### src/rtl/fp_pkg.sv
// Shared state encoding and binary32 constants for the sequential floating-point adder.
package fp_pkg;

    typedef enum logic [3:0] {
        IDLE,
        GET_A,
        GET_B,
        UNPACK,
        SPECIAL,
        ALIGN,
        ADD_0,
        ADD_1,
        NORMALISE_1,
        NORMALISE_2,
        ROUND,
        PACK,
        PUT_Z
    } fp_state_e;

    localparam logic signed [9:0] BIAS    = 10'sd127;
    localparam logic signed [9:0] EXP_MIN = -10'sd126;
    localparam logic signed [9:0] EXP_MAX = 10'sd127;
    localparam logic [31:0]       QNAN    = 32'h7FC0_0000;
    localparam logic [31:0]       INF     = 32'h7F80_0000;

    // Zero and denormals share the minimum exponent; their hidden bit is cleared separately.
    function automatic logic signed [9:0] unbiasExp(input logic [7:0] field);
        if (field == 8'd0) begin
            return EXP_MIN;
        end
        return $signed({2'b00, field}) - BIAS;
    endfunction

endpackage

### src/rtl/fp_adder_if.sv
// Operand and result handshake bundle between the producer/consumer and the adder.
interface fp_adder_if;

    logic [31:0] input_a;
    logic [31:0] input_b;
    logic        input_a_stb;
    logic        input_b_stb;
    logic        ack_output;
    logic        start;
    logic [31:0] output_z;
    logic        output_z_stb;
    logic        input_a_ack;
    logic        input_b_ack;

    modport slave (
        input  input_a,
        input  input_b,
        input  input_a_stb,
        input  input_b_stb,
        input  ack_output,
        input  start,
        output output_z,
        output output_z_stb,
        output input_a_ack,
        output input_b_ack
    );

    modport master (
        output input_a,
        output input_b,
        output input_a_stb,
        output input_b_stb,
        output ack_output,
        output start,
        input  output_z,
        input  output_z_stb,
        input  input_a_ack,
        input  input_b_ack
    );

endinterface

### src/rtl/fp_adder.sv
// Multi-cycle binary32 adder: one FSM walks each operand pair through unpack, align,
// add, normalise, round-to-nearest-even and pack, with strobe/ack handshakes at both ends.
module fp_adder
    import fp_pkg::*;
(
    input  logic      clk,
    input  logic      rst,
    fp_adder_if.slave bus
);

    fp_state_e          state_q;
    logic [31:0]        a_q;
    logic [31:0]        b_q;
    logic [26:0]        aMant_q;
    logic [26:0]        bMant_q;
    logic signed [9:0]  aExp_q;
    logic signed [9:0]  bExp_q;
    logic               aSign_q;
    logic               bSign_q;
    logic [27:0]        sum_q;
    logic [23:0]        zMant_q;
    logic signed [9:0]  zExp_q;
    logic               zSign_q;
    logic               guard_q;
    logic               round_q;
    logic               sticky_q;
    logic [31:0]        outZ_q;
    logic               outStb_q;
    logic               aAck_q;
    logic               bAck_q;

    logic               aNan;
    logic               bNan;
    logic               aInf;
    logic               bInf;
    logic               aZero;
    logic               bZero;
    logic               isSpecial_d;
    logic [31:0]        specialZ_d;
    logic [27:0]        sum_d;
    logic               sumSign_d;
    logic [7:0]         biasedExp_d;
    logic [31:0]        packed_d;

    assign bus.output_z     = outZ_q;
    assign bus.output_z_stb = outStb_q;
    assign bus.input_a_ack  = aAck_q;
    assign bus.input_b_ack  = bAck_q;

    assign aNan  = (a_q[30:23] == 8'hFF) && (a_q[22:0] != 23'd0);
    assign bNan  = (b_q[30:23] == 8'hFF) && (b_q[22:0] != 23'd0);
    assign aInf  = (a_q[30:23] == 8'hFF) && (a_q[22:0] == 23'd0);
    assign bInf  = (b_q[30:23] == 8'hFF) && (b_q[22:0] == 23'd0);
    assign aZero = (a_q[30:0] == 31'd0);
    assign bZero = (b_q[30:0] == 31'd0);

    // Priority order matters: NaN beats infinity, which beats the zero shortcuts.
    always_comb begin
        isSpecial_d = 1'b1;
        specialZ_d  = QNAN;
        if (aNan || bNan) begin
            specialZ_d = QNAN;
        end else if (aInf) begin
            specialZ_d = (bInf && (a_q[31] != b_q[31])) ? QNAN : a_q;
        end else if (bInf) begin
            specialZ_d = b_q;
        end else if (aZero && bZero) begin
            specialZ_d = {a_q[31] & b_q[31], 31'd0};
        end else if (aZero) begin
            specialZ_d = b_q;
        end else if (bZero) begin
            specialZ_d = a_q;
        end else begin
            isSpecial_d = 1'b0;
        end
    end

    // Unlike signs subtract the smaller magnitude; the result takes the larger one's sign.
    always_comb begin
        sum_d     = '0;
        sumSign_d = aSign_q;
        if (aSign_q == bSign_q) begin
            sum_d = {1'b0, aMant_q} + {1'b0, bMant_q};
        end else if (aMant_q >= bMant_q) begin
            sum_d = {1'b0, aMant_q - bMant_q};
        end else begin
            sum_d     = {1'b0, bMant_q - aMant_q};
            sumSign_d = bSign_q;
        end
    end

    always_comb begin
        biasedExp_d = 8'(zExp_q + BIAS);
        packed_d    = {zSign_q, biasedExp_d, zMant_q[22:0]};
        if ((zExp_q == EXP_MIN) && !zMant_q[23]) begin
            packed_d[30:23] = 8'd0;
        end
        if (zExp_q > EXP_MAX) begin
            packed_d = INF | {zSign_q, 31'd0};
        end
        if (zMant_q == 24'd0) begin
            packed_d = 32'd0;
        end
    end

    always_ff @(posedge clk or negedge rst) begin
        if (!rst) begin
            state_q  <= IDLE;
            a_q      <= '0;
            b_q      <= '0;
            aMant_q  <= '0;
            bMant_q  <= '0;
            aExp_q   <= '0;
            bExp_q   <= '0;
            aSign_q  <= 1'b0;
            bSign_q  <= 1'b0;
            sum_q    <= '0;
            zMant_q  <= '0;
            zExp_q   <= '0;
            zSign_q  <= 1'b0;
            guard_q  <= 1'b0;
            round_q  <= 1'b0;
            sticky_q <= 1'b0;
            outZ_q   <= '0;
            outStb_q <= 1'b0;
            aAck_q   <= 1'b0;
            bAck_q   <= 1'b0;
        end else begin
            case (state_q)
                IDLE: begin
                    if (bus.start == 1'b1) begin
                        aAck_q  <= 1'b1;
                        state_q <= GET_A;
                    end
                end
                GET_A: begin
                    if (aAck_q && bus.input_a_stb) begin
                        a_q     <= bus.input_a;
                        aAck_q  <= 1'b0;
                        bAck_q  <= 1'b1;
                        state_q <= GET_B;
                    end
                end
                GET_B: begin
                    if (bAck_q && bus.input_b_stb) begin
                        b_q     <= bus.input_b;
                        bAck_q  <= 1'b0;
                        state_q <= UNPACK;
                    end
                end
                UNPACK: begin
                    aMant_q <= {|a_q[30:23], a_q[22:0], 3'b000};
                    bMant_q <= {|b_q[30:23], b_q[22:0], 3'b000};
                    aExp_q  <= unbiasExp(a_q[30:23]);
                    bExp_q  <= unbiasExp(b_q[30:23]);
                    aSign_q <= a_q[31];
                    bSign_q <= b_q[31];
                    state_q <= SPECIAL;
                end
                SPECIAL: begin
                    if (isSpecial_d) begin
                        outZ_q   <= specialZ_d;
                        outStb_q <= 1'b1;
                        state_q  <= PUT_Z;
                    end else begin
                        state_q <= ALIGN;
                    end
                end
                // Bit 0 acts as the sticky bit while the smaller operand is shifted down.
                ALIGN: begin
                    if (aExp_q > bExp_q) begin
                        bExp_q  <= bExp_q + 10'sd1;
                        bMant_q <= {1'b0, bMant_q[26:2], bMant_q[1] | bMant_q[0]};
                    end else if (aExp_q < bExp_q) begin
                        aExp_q  <= aExp_q + 10'sd1;
                        aMant_q <= {1'b0, aMant_q[26:2], aMant_q[1] | aMant_q[0]};
                    end else begin
                        state_q <= ADD_0;
                    end
                end
                ADD_0: begin
                    sum_q   <= sum_d;
                    zSign_q <= sumSign_d;
                    zExp_q  <= aExp_q;
                    state_q <= ADD_1;
                end
                ADD_1: begin
                    if (sum_q[27]) begin
                        zMant_q  <= sum_q[27:4];
                        guard_q  <= sum_q[3];
                        round_q  <= sum_q[2];
                        sticky_q <= sum_q[1] | sum_q[0];
                        zExp_q   <= zExp_q + 10'sd1;
                    end else begin
                        zMant_q  <= sum_q[26:3];
                        guard_q  <= sum_q[2];
                        round_q  <= sum_q[1];
                        sticky_q <= sum_q[0];
                    end
                    state_q <= NORMALISE_1;
                end
                NORMALISE_1: begin
                    if (!zMant_q[23] && (zExp_q > EXP_MIN)) begin
                        zExp_q  <= zExp_q - 10'sd1;
                        zMant_q <= {zMant_q[22:0], guard_q};
                        guard_q <= round_q;
                        round_q <= 1'b0;
                    end else begin
                        state_q <= NORMALISE_2;
                    end
                end
                NORMALISE_2: begin
                    if (zExp_q < EXP_MIN) begin
                        zExp_q   <= zExp_q + 10'sd1;
                        zMant_q  <= {1'b0, zMant_q[23:1]};
                        guard_q  <= zMant_q[0];
                        round_q  <= guard_q;
                        sticky_q <= sticky_q | round_q;
                    end else begin
                        state_q <= ROUND;
                    end
                end
                // A carry out of the mantissa becomes 1.0 at the next exponent.
                ROUND: begin
                    if (guard_q && (round_q || sticky_q || zMant_q[0])) begin
                        if (zMant_q == 24'hFF_FFFF) begin
                            zMant_q <= 24'h80_0000;
                            zExp_q  <= zExp_q + 10'sd1;
                        end else begin
                            zMant_q <= zMant_q + 24'd1;
                        end
                    end
                    state_q <= PACK;
                end
                PACK: begin
                    outZ_q   <= packed_d;
                    outStb_q <= 1'b1;
                    state_q  <= PUT_Z;
                end
                PUT_Z: begin
                    if (outStb_q && bus.ack_output) begin
                        outStb_q <= 1'b0;
                        state_q  <= IDLE;
                    end
                end
                default: begin
                    state_q <= IDLE;
                end
            endcase
        end
    end

endmodule

### src/flat_wrapper.sv
// flat-port wrapper written by rule: the top's interface ports become plain ports
module fp_adder_flat import fp_pkg::*;
  (clk, rst, bus_input_a, bus_input_b, bus_input_a_stb, bus_input_b_stb, bus_ack_output, bus_start, bus_output_z, bus_output_z_stb, bus_input_a_ack, bus_input_b_ack);
  fp_adder_if bus_i ();
  input  logic clk;
  input  logic rst;
  input wire logic [$bits(bus_i.input_a)-1:0] bus_input_a;
  input wire logic [$bits(bus_i.input_b)-1:0] bus_input_b;
  input wire logic [$bits(bus_i.input_a_stb)-1:0] bus_input_a_stb;
  input wire logic [$bits(bus_i.input_b_stb)-1:0] bus_input_b_stb;
  input wire logic [$bits(bus_i.ack_output)-1:0] bus_ack_output;
  input wire logic [$bits(bus_i.start)-1:0] bus_start;
  output wire logic [$bits(bus_i.output_z)-1:0] bus_output_z;
  output wire logic [$bits(bus_i.output_z_stb)-1:0] bus_output_z_stb;
  output wire logic [$bits(bus_i.input_a_ack)-1:0] bus_input_a_ack;
  output wire logic [$bits(bus_i.input_b_ack)-1:0] bus_input_b_ack;
  assign bus_i.input_a = bus_input_a;
  assign bus_i.input_b = bus_input_b;
  assign bus_i.input_a_stb = bus_input_a_stb;
  assign bus_i.input_b_stb = bus_input_b_stb;
  assign bus_i.ack_output = bus_ack_output;
  assign bus_i.start = bus_start;
  assign bus_output_z = bus_i.output_z;
  assign bus_output_z_stb = bus_i.output_z_stb;
  assign bus_input_a_ack = bus_i.input_a_ack;
  assign bus_input_b_ack = bus_i.input_b_ack;
  fp_adder u_core (.clk(clk), .rst(rst), .bus(bus_i));
endmodule
### config.mk
export PLATFORM = sky130hd
export DESIGN_NAME = fp_adder_flat
export DESIGN_NICKNAME = d
export VERILOG_FILES = /design/src/rtl/fp_pkg.sv /design/src/rtl/fp_adder_if.sv /design/src/rtl/fp_adder.sv /design/src/flat_wrapper.sv
export SDC_FILE = /design/constraint.sdc
export NUM_CORES = 1
export LEC_CHECK = 0
export BUFFER_PORTS_ARGS = -buffer_cell sky130_fd_sc_hd__buf_2
export CAP_MARGIN = 0
export CORE_MARGIN = 1
export CORE_UTILIZATION = 55
export CTS_CLUSTER_DIAMETER = 60
export CTS_CLUSTER_SIZE = 28
export DETAILED_ROUTE_END_ITERATION = 8
export PLACE_DENSITY = 0.73
export REMOVE_ABC_BUFFERS = 1
export SLEW_MARGIN = 15
export SYNTH_ARGS = -nofsm -noshare
export SYNTH_HDL_FRONTEND = slang
export SYNTH_SLANG_ARGS = --single-unit
### constraint.sdc
create_clock -name clk -period 3.87 [get_ports clk]
set_clock_uncertainty 0.1 [all_clocks]
set_input_delay 0.1935 -clock clk [delete_from_list [all_inputs] [get_ports clk]]
set_output_delay 0.1935 -clock clk [all_outputs]
set_load 0.01 [all_outputs]
== After elaboration in Yosys (flattened, before gate mapping) ==
Index checks and enable logic that the tools add are counted.
W data, S select, Z words.

* Word-level logic and storage cells: 208
* Bits in latches: 0
* Bits in registers: 245
* Memories kept: 0
* ROM bits: 0
* Output and inout port bits: 35
* Memory bits (writable): 0

* Reductions and logical operators: 50
* Multipliers: 0
* Bitwise gates (word level): 5
* Magnitude comparators: 6
* Shifts and indexed selects: 0
* Multiplexer cells: 82
* Divide/modulo/power cells: 0
* $add $sub $neg: 11
* Eq/ne operators: 34

{| class="wikitable"
|+ Operators by type and width
! operator !! number
|-
| $mux W32 || 9
|-
| $mux W10 || 12
|-
| $mux W24 || 5
|-
| $mux W27 || 4
|-
| $pmux W27 S2 || 2
|-
| $pmux W24 S4 || 1
|-
| $pmux W32 S2 || 1
|-
| $logic_not A31 Y1 || 2
|-
| $sub A27 B27 Y27 || 2
|-
| $pmux W4 S13 || 1
|-
| $pmux W10 S5 || 1
|-
| $logic_not A23 Y1 || 2
|-
| $reduce_bool A23 Y1 || 2
|-
| $pmux W10 S2 || 2
|-
| $mux W4 || 9
|-
| $mux W31 || 1
|-
| $add A10 B2 Y10 const B || 3
|-
| $add A27 B27 Y28 || 1
|-
| $mux W28 || 1
|-
| $ge A27 B27 Y1 || 1
|-
| $mux W1 || 26
|-
| $add A24 B1 Y24 const B || 1
|-
| $eq A24 B24 Y1 const B || 1
|-
| $logic_not A24 Y1 || 1
|-
| other kinds (37) || 97
|}

== Depth between registers and ports, before layout ==
* Depth in word-level cells: 9
* Gate-level depth with buffers: 15
* Depth with buffers taken out: 13

== Worst setup path after synthesis ==
OpenSTA, ideal clock, no wires.

* Path type: reg-to-reg
* Start point: register u_core.bMant_q[8]
* End point: register u_core.sum_q[25]
* Path buffers: 1
* Slack: 0.733 ns
* Data arrival time: 2.905 ns
* Library setup time: 0.131 ns
* Cell stages (with the launch flop): 14
* Period minus slack after synthesis: 3.137 ns
* Required time: 3.639 ns
* Cell sequence: dfrtp_1 -> inv_1 -> ha_1 -> buf_6 -> or3_4 -> nor4_2 -> a2111oi_0 -> a21boi_1 -> o2111ai_2 -> nand2_1 -> o32a_1 -> o31ai_4 -> o41ai_1 -> or3_1

* Cells in the longest elaborated chain, start to end: 3
* Elaborated cells on any way between the ends: 6
* Classes of those cells: 3 x add/sub; 1 x order compare; 2 x mux

{| class="wikitable"
|+ RTL lines
! element !! line !! RTL
|-
| start: declaration || fp_adder.sv:15 || <nowiki>logic [26:0] bMant_q;</nowiki>
|-
| start signal: assignment || fp_adder.sv:153 || <nowiki>bMant_q <= {|b_q[30:23], b_q[22:0], 3'b000};</nowiki>
|-
| start signal: assignment || fp_adder.sv:173 || <nowiki>bMant_q <= {1'b0, bMant_q[26:2], bMant_q[1] | bMant_q[0]};</nowiki>
|-
| $sub A27 B27 Y27 (tied with other cells) || fp_adder.sv:87 || <nowiki>sum_d = {1'b0, bMant_q - aMant_q};</nowiki>
|-
| $mux W27 || fp_adder.sv:84 || <nowiki>end else if (aMant_q >= bMant_q) begin</nowiki>
|-
| $mux W28 (*) || fp_adder.sv:82 || <nowiki>if (aSign_q == bSign_q) begin</nowiki>
|-
| end signal: assignment || fp_adder.sv:182 || <nowiki>sum_q <= sum_d;</nowiki>
|-
| end: declaration || fp_adder.sv:20 || <nowiki>logic [27:0] sum_q;</nowiki>
|}

Every way passes the cells marked *; elsewhere a longest branch is shown, timed or not.
A chain may end at the register's enable or synchronous reset.

== Worst setup path after layout ==
* Start point: register u_core.bMant_q[3]
* End point: register u_core.sum_q[25]

The elaborated chain is that of the path after synthesis.

==> flow_summary_export.csv <==
group,metric,value,unit
drt,wl_per_cell,21.9,um
yosys,yosys_register_bits,245,
layout,stdcell_count,2701,
drt,postRouteWirelength,59100,um
placed_design,dp.cells,2585,
grt,grt_pass1_vias,16200,
timing,whs,0.133,ns
power,p_comb_frac,0.027,
yosys,syn_area,17700,um^2
clock_network,clk_pin_slew,0.08,ns
yosys,synth_top_area_cell,"dfrtp_1",
grt,grt_max_degree,102,
worst_setup_path,path_class,"flop to flop",
drt,routed_via_density,6.34,
power,pwr-share-seq,0.462,
worst_setup_path,crit_required,4.22,ns
grt,grt_first_pass_wirelength,92900,um
drt,ant_nets,0,
timing,hold_violations,0,
yosys,synth-edff-count,0,
drt,remaining_drc_errors,0,
yosys,syn_inst,2149,
worst_setup_path,crit_buf_inv,2,
worst_setup_path,critPathSlowestCell,"dfrtp_1",
yosys,synth.avg_cell_area,8.22,um^2
yosys,async_flop_share,1.00,
timing,max_slew_margin,0.335,
layout,fillers,2750,
timing,setup_violations,0,
floorplanning,start_util,0.560,
worst_setup_path,ff2ff_path_depth,13,
worst_setup_path,crit_path_end_kind,"flop",
worst_setup_path,critPathMaxFanout,5,
yosys,synth_top_area_frac,0.347,
yosys,seq_area_frac_synth,0.347,
grt,gr-total-overflow,0,
power,p_switching,0.00133,W
clock_network,numCtsBuffers,27,
grt,groute.usage.overall,0.361,
timing,slew_viol_final,0,
power,vdd_drop_max,0.387,mV
worst_setup_path,path_cells,"inv_1, ha_1, buf_4, and3_1, o21ai_1, nand4b_1, a31oi_1, o31ai_2, o221ai_2, o311ai_1, o311ai_0, o2111a_1, or3_1",
floorplanning,die_height,181,um
layout,diodes,0,
floorplanning,dieArea,32800,um^2
worst_setup_path,cp-startpoint,"u_core.bMant_q[3]",
placed_design,dp.final_hpwl,43000,um
clock_network,cts_htree_levels,1,
clock_network,root_buffer,"clkbuf_16",
worst_setup_path,start_kind,"flop",
layout,final_nets,2454,
layout,drive_gt1_frac,0.148,
yosys,synthTopCellsByArea,"dfrtp_1 (35%), ha_1 (7.2%), a21oi_1 (5.5%)",
flow_run,maxCapViolCount,0,
yosys,ys_warn_count,0,
drt,via_count,17100,
power,clkPwrFrac,0.511,
timing,fmax,273,MHz
grt,grt_antenna_before_repair,1,
timing,worstMarginPinSlew,0.997,ns
worst_setup_path,crit_family,"compound AO/OA/AOI/OAI gates",
clock_network,clock_path_buffers,3,
timing,setup_tns,0,ns
yosys,synth.top_cells.by_count,"dfrtp_1 (245), nand2_1 (212), a21oi_1 (193)",
worst_setup_path,ff2ff_setup_slack,0.20,ns
clock_network,cts_tree,"built",
floorplanning,ios,105,
outcome,status,"finished, final reports clean",
yosys,yosysUniqueCellTypes,80,
worst_setup_path,critical_path_arrival,4.02,ns
yosys,ys.flop_type,"dfrtp_1",
hold_path,hold_class,"input pin to asynchronous set/reset pin",
floorplanning,die_w,181,um
power,p_leak,9.23,nW
placed_design,place.gp.congestion,0.973,
power,total_power,0.00554,W
timing,min_period,3.67,ns
floorplanning,num_rows,65,
power,swShare,0.239,
power,power_density,271,nW/um^2
placed_design,io_buffers,104,
clock_network,clock_sinks,245,
floorplanning,core,31600,um^2
worst_setup_path,r2r-end,"u_core.sum_q[25]",
worst_setup_path,r2r-start,"u_core.bMant_q[3]",
layout,area_growth,15.8,%
drt,first_iter_violations,1832,
worst_setup_path,slowest_delay,0.45,ns
clock_network,insertion_delay,0.57,ns
timing,rsz0062_at_grt,"false",
power,internal-power,0.00421,W
yosys,yosysMostFrequentCell,"dfrtp_1",
drt,drt_first_pass_iters,6,
timing,fin_crit_sh,0.947,
## state kept, by name, summed over array words and instances (netlist names)
name,cells
u_core.aExp_q,10
u_core.sum_q,28
u_core.bMant_q,27
u_core.zExp_q,10
u_core.bus.input_b_ack,1
u_core.a_q,32
u_core.bus.output_z_stb,1
u_core.b_q,32
u_core.sticky_q,1
u_core.bExp_q,10
u_core.bus.output_z,32
u_core.aMant_q,27
u_core.state_q,4
u_core.guard_q,1
u_core.bSign_q,1
u_core.aSign_q,1
u_core.round_q,1
u_core.bus.input_a_ack,1
u_core.zSign_q,1
u_core.zMant_q,24
## worst register-to-register path, cell delays in order, from the launching register on
cell      delay, ns
dfrtp_1        0.45
inv_1          0.07
ha_1           0.38
buf_4          0.17
and3_1         0.16
o21ai_1        0.10
nand4b_1       0.17
a31oi_1        0.21
o31ai_2        0.38
o221ai_2       0.25
o311ai_1       0.28
o311ai_0       0.24
o2111a_1       0.23
or3_1          0.36
## worst max-delay path by stage
| stage | depth (start not counted) | endpoint |
|---|---|---|
| global placement | 12 | u_core.sum_q[24] |
| finish | 13 | u_core.sum_q[25] |
| detailed placement | 12 | u_core.sum_q[24] |
| global route | 13 | u_core.sum_q[15] |
| CTS | 13 | u_core.sum_q[25] |
| floorplan | 3 | u_core.a_q[0] |
## what timing repair did
action	4_1_cts	5_1_grt
hold endpoints to repair	164	0
gates resized for setup	0	8
hold buffers	67	0
setup buffers	0	0
setup endpoints to repair	0	18
## layout make-up
type / count / area (um^2) / area share
Timing Repair Buffer: 253 / 1840 / 0.0901
Inverter: 129 / 484 / 0.0237
Tap cell: 402 / 503 / 0.0246
Sequential cell: 245 / 6130 / 0.300
Clock inverter: 20 / 272 / 0.0133
Multi-Input combinational cell: 1623 / 10500 / 0.514
Clock buffer: 29 / 703 / 0.0344
## kinds of logic (layout without fill, tap and decap cells)
group / count (synthesis) / in the layout / synth area share
AND/OR/NAND/NOR: 666 / 666 / 0.176
buffers and inverters: 281 / 431 / 0.0627
adder cells (fa/ha/maj): 105 / 105 / 0.0757
AO/OA/AOI/OAI: 711 / 711 / 0.257
XOR/XNOR: 48 / 48 / 0.0238
multiplexers: 93 / 93 / 0.0574
flip-flops: 245 / 245 / 0.347
## cells in the final DEF, fill, tap and decap left out, types with 10 or more instances in the layout
cell / count
a211oi_1: 24
a21o_1: 25
a21oi_1: 192
a22o_1: 33
a22oi_1: 25
a31oi_1: 24
and3_1: 23
buf_2: 103
buf_4: 80
clkbuf_16: 27
dfrtp_1: 245
dlygate4sd3_1: 67
ha_1: 101
inv_1: 129
mux2_2: 66
mux2i_1: 27
nand2_1: 212
nand2b_1: 10
nand3_1: 48
nand4_1: 21
nor2_1: 189
nor2b_1: 43
nor3_1: 39
nor4_1: 28
o211ai_1: 18
o21ai_0: 179
o21bai_1: 12
o22ai_1: 37
o311ai_0: 21
o31ai_1: 18
xnor2_1: 39
## through the flow
stage / worst slack, ns / area (um^2) / utilization
after floorplan: -1.84 / 17000 / -
after global placement: 0.0500 / 18800 / 0.595
after detailed placement: 0.126 / 18800 / 0.595
after CTS: 0.0948 / 20400 / 0.647
after global routing: 0.00384 / 20400 / 0.648
final: 0.204 / 20400 / 0.648
## routing by layer
layer  part of all wire  up-vias  global-route usage
met5            0.00015        -                   0
met4              0.031        2               0.107
met3              0.082       96              0.0605
met2               0.44      746               0.555
met1               0.45     8278               0.521
li1                   -     7997                   -
## power groups by stage
stage / Sequential [W] / Clock, W / Combinational [W]
after floorplan: 0.00261 / 0 / 0.00000172
after global placement: 0.00261 / 0 / 0.0000935
after detailed placement: 0.00261 / 0 / 0.0000966
after CTS: 0.00256 / 0.00286 / 0.000148
after global routing: 0.00256 / 0.00296 / 0.000164
final: 0.00256 / 0.00283 / 0.000148
No activity file was read; power rests on OpenSTA's default activity.
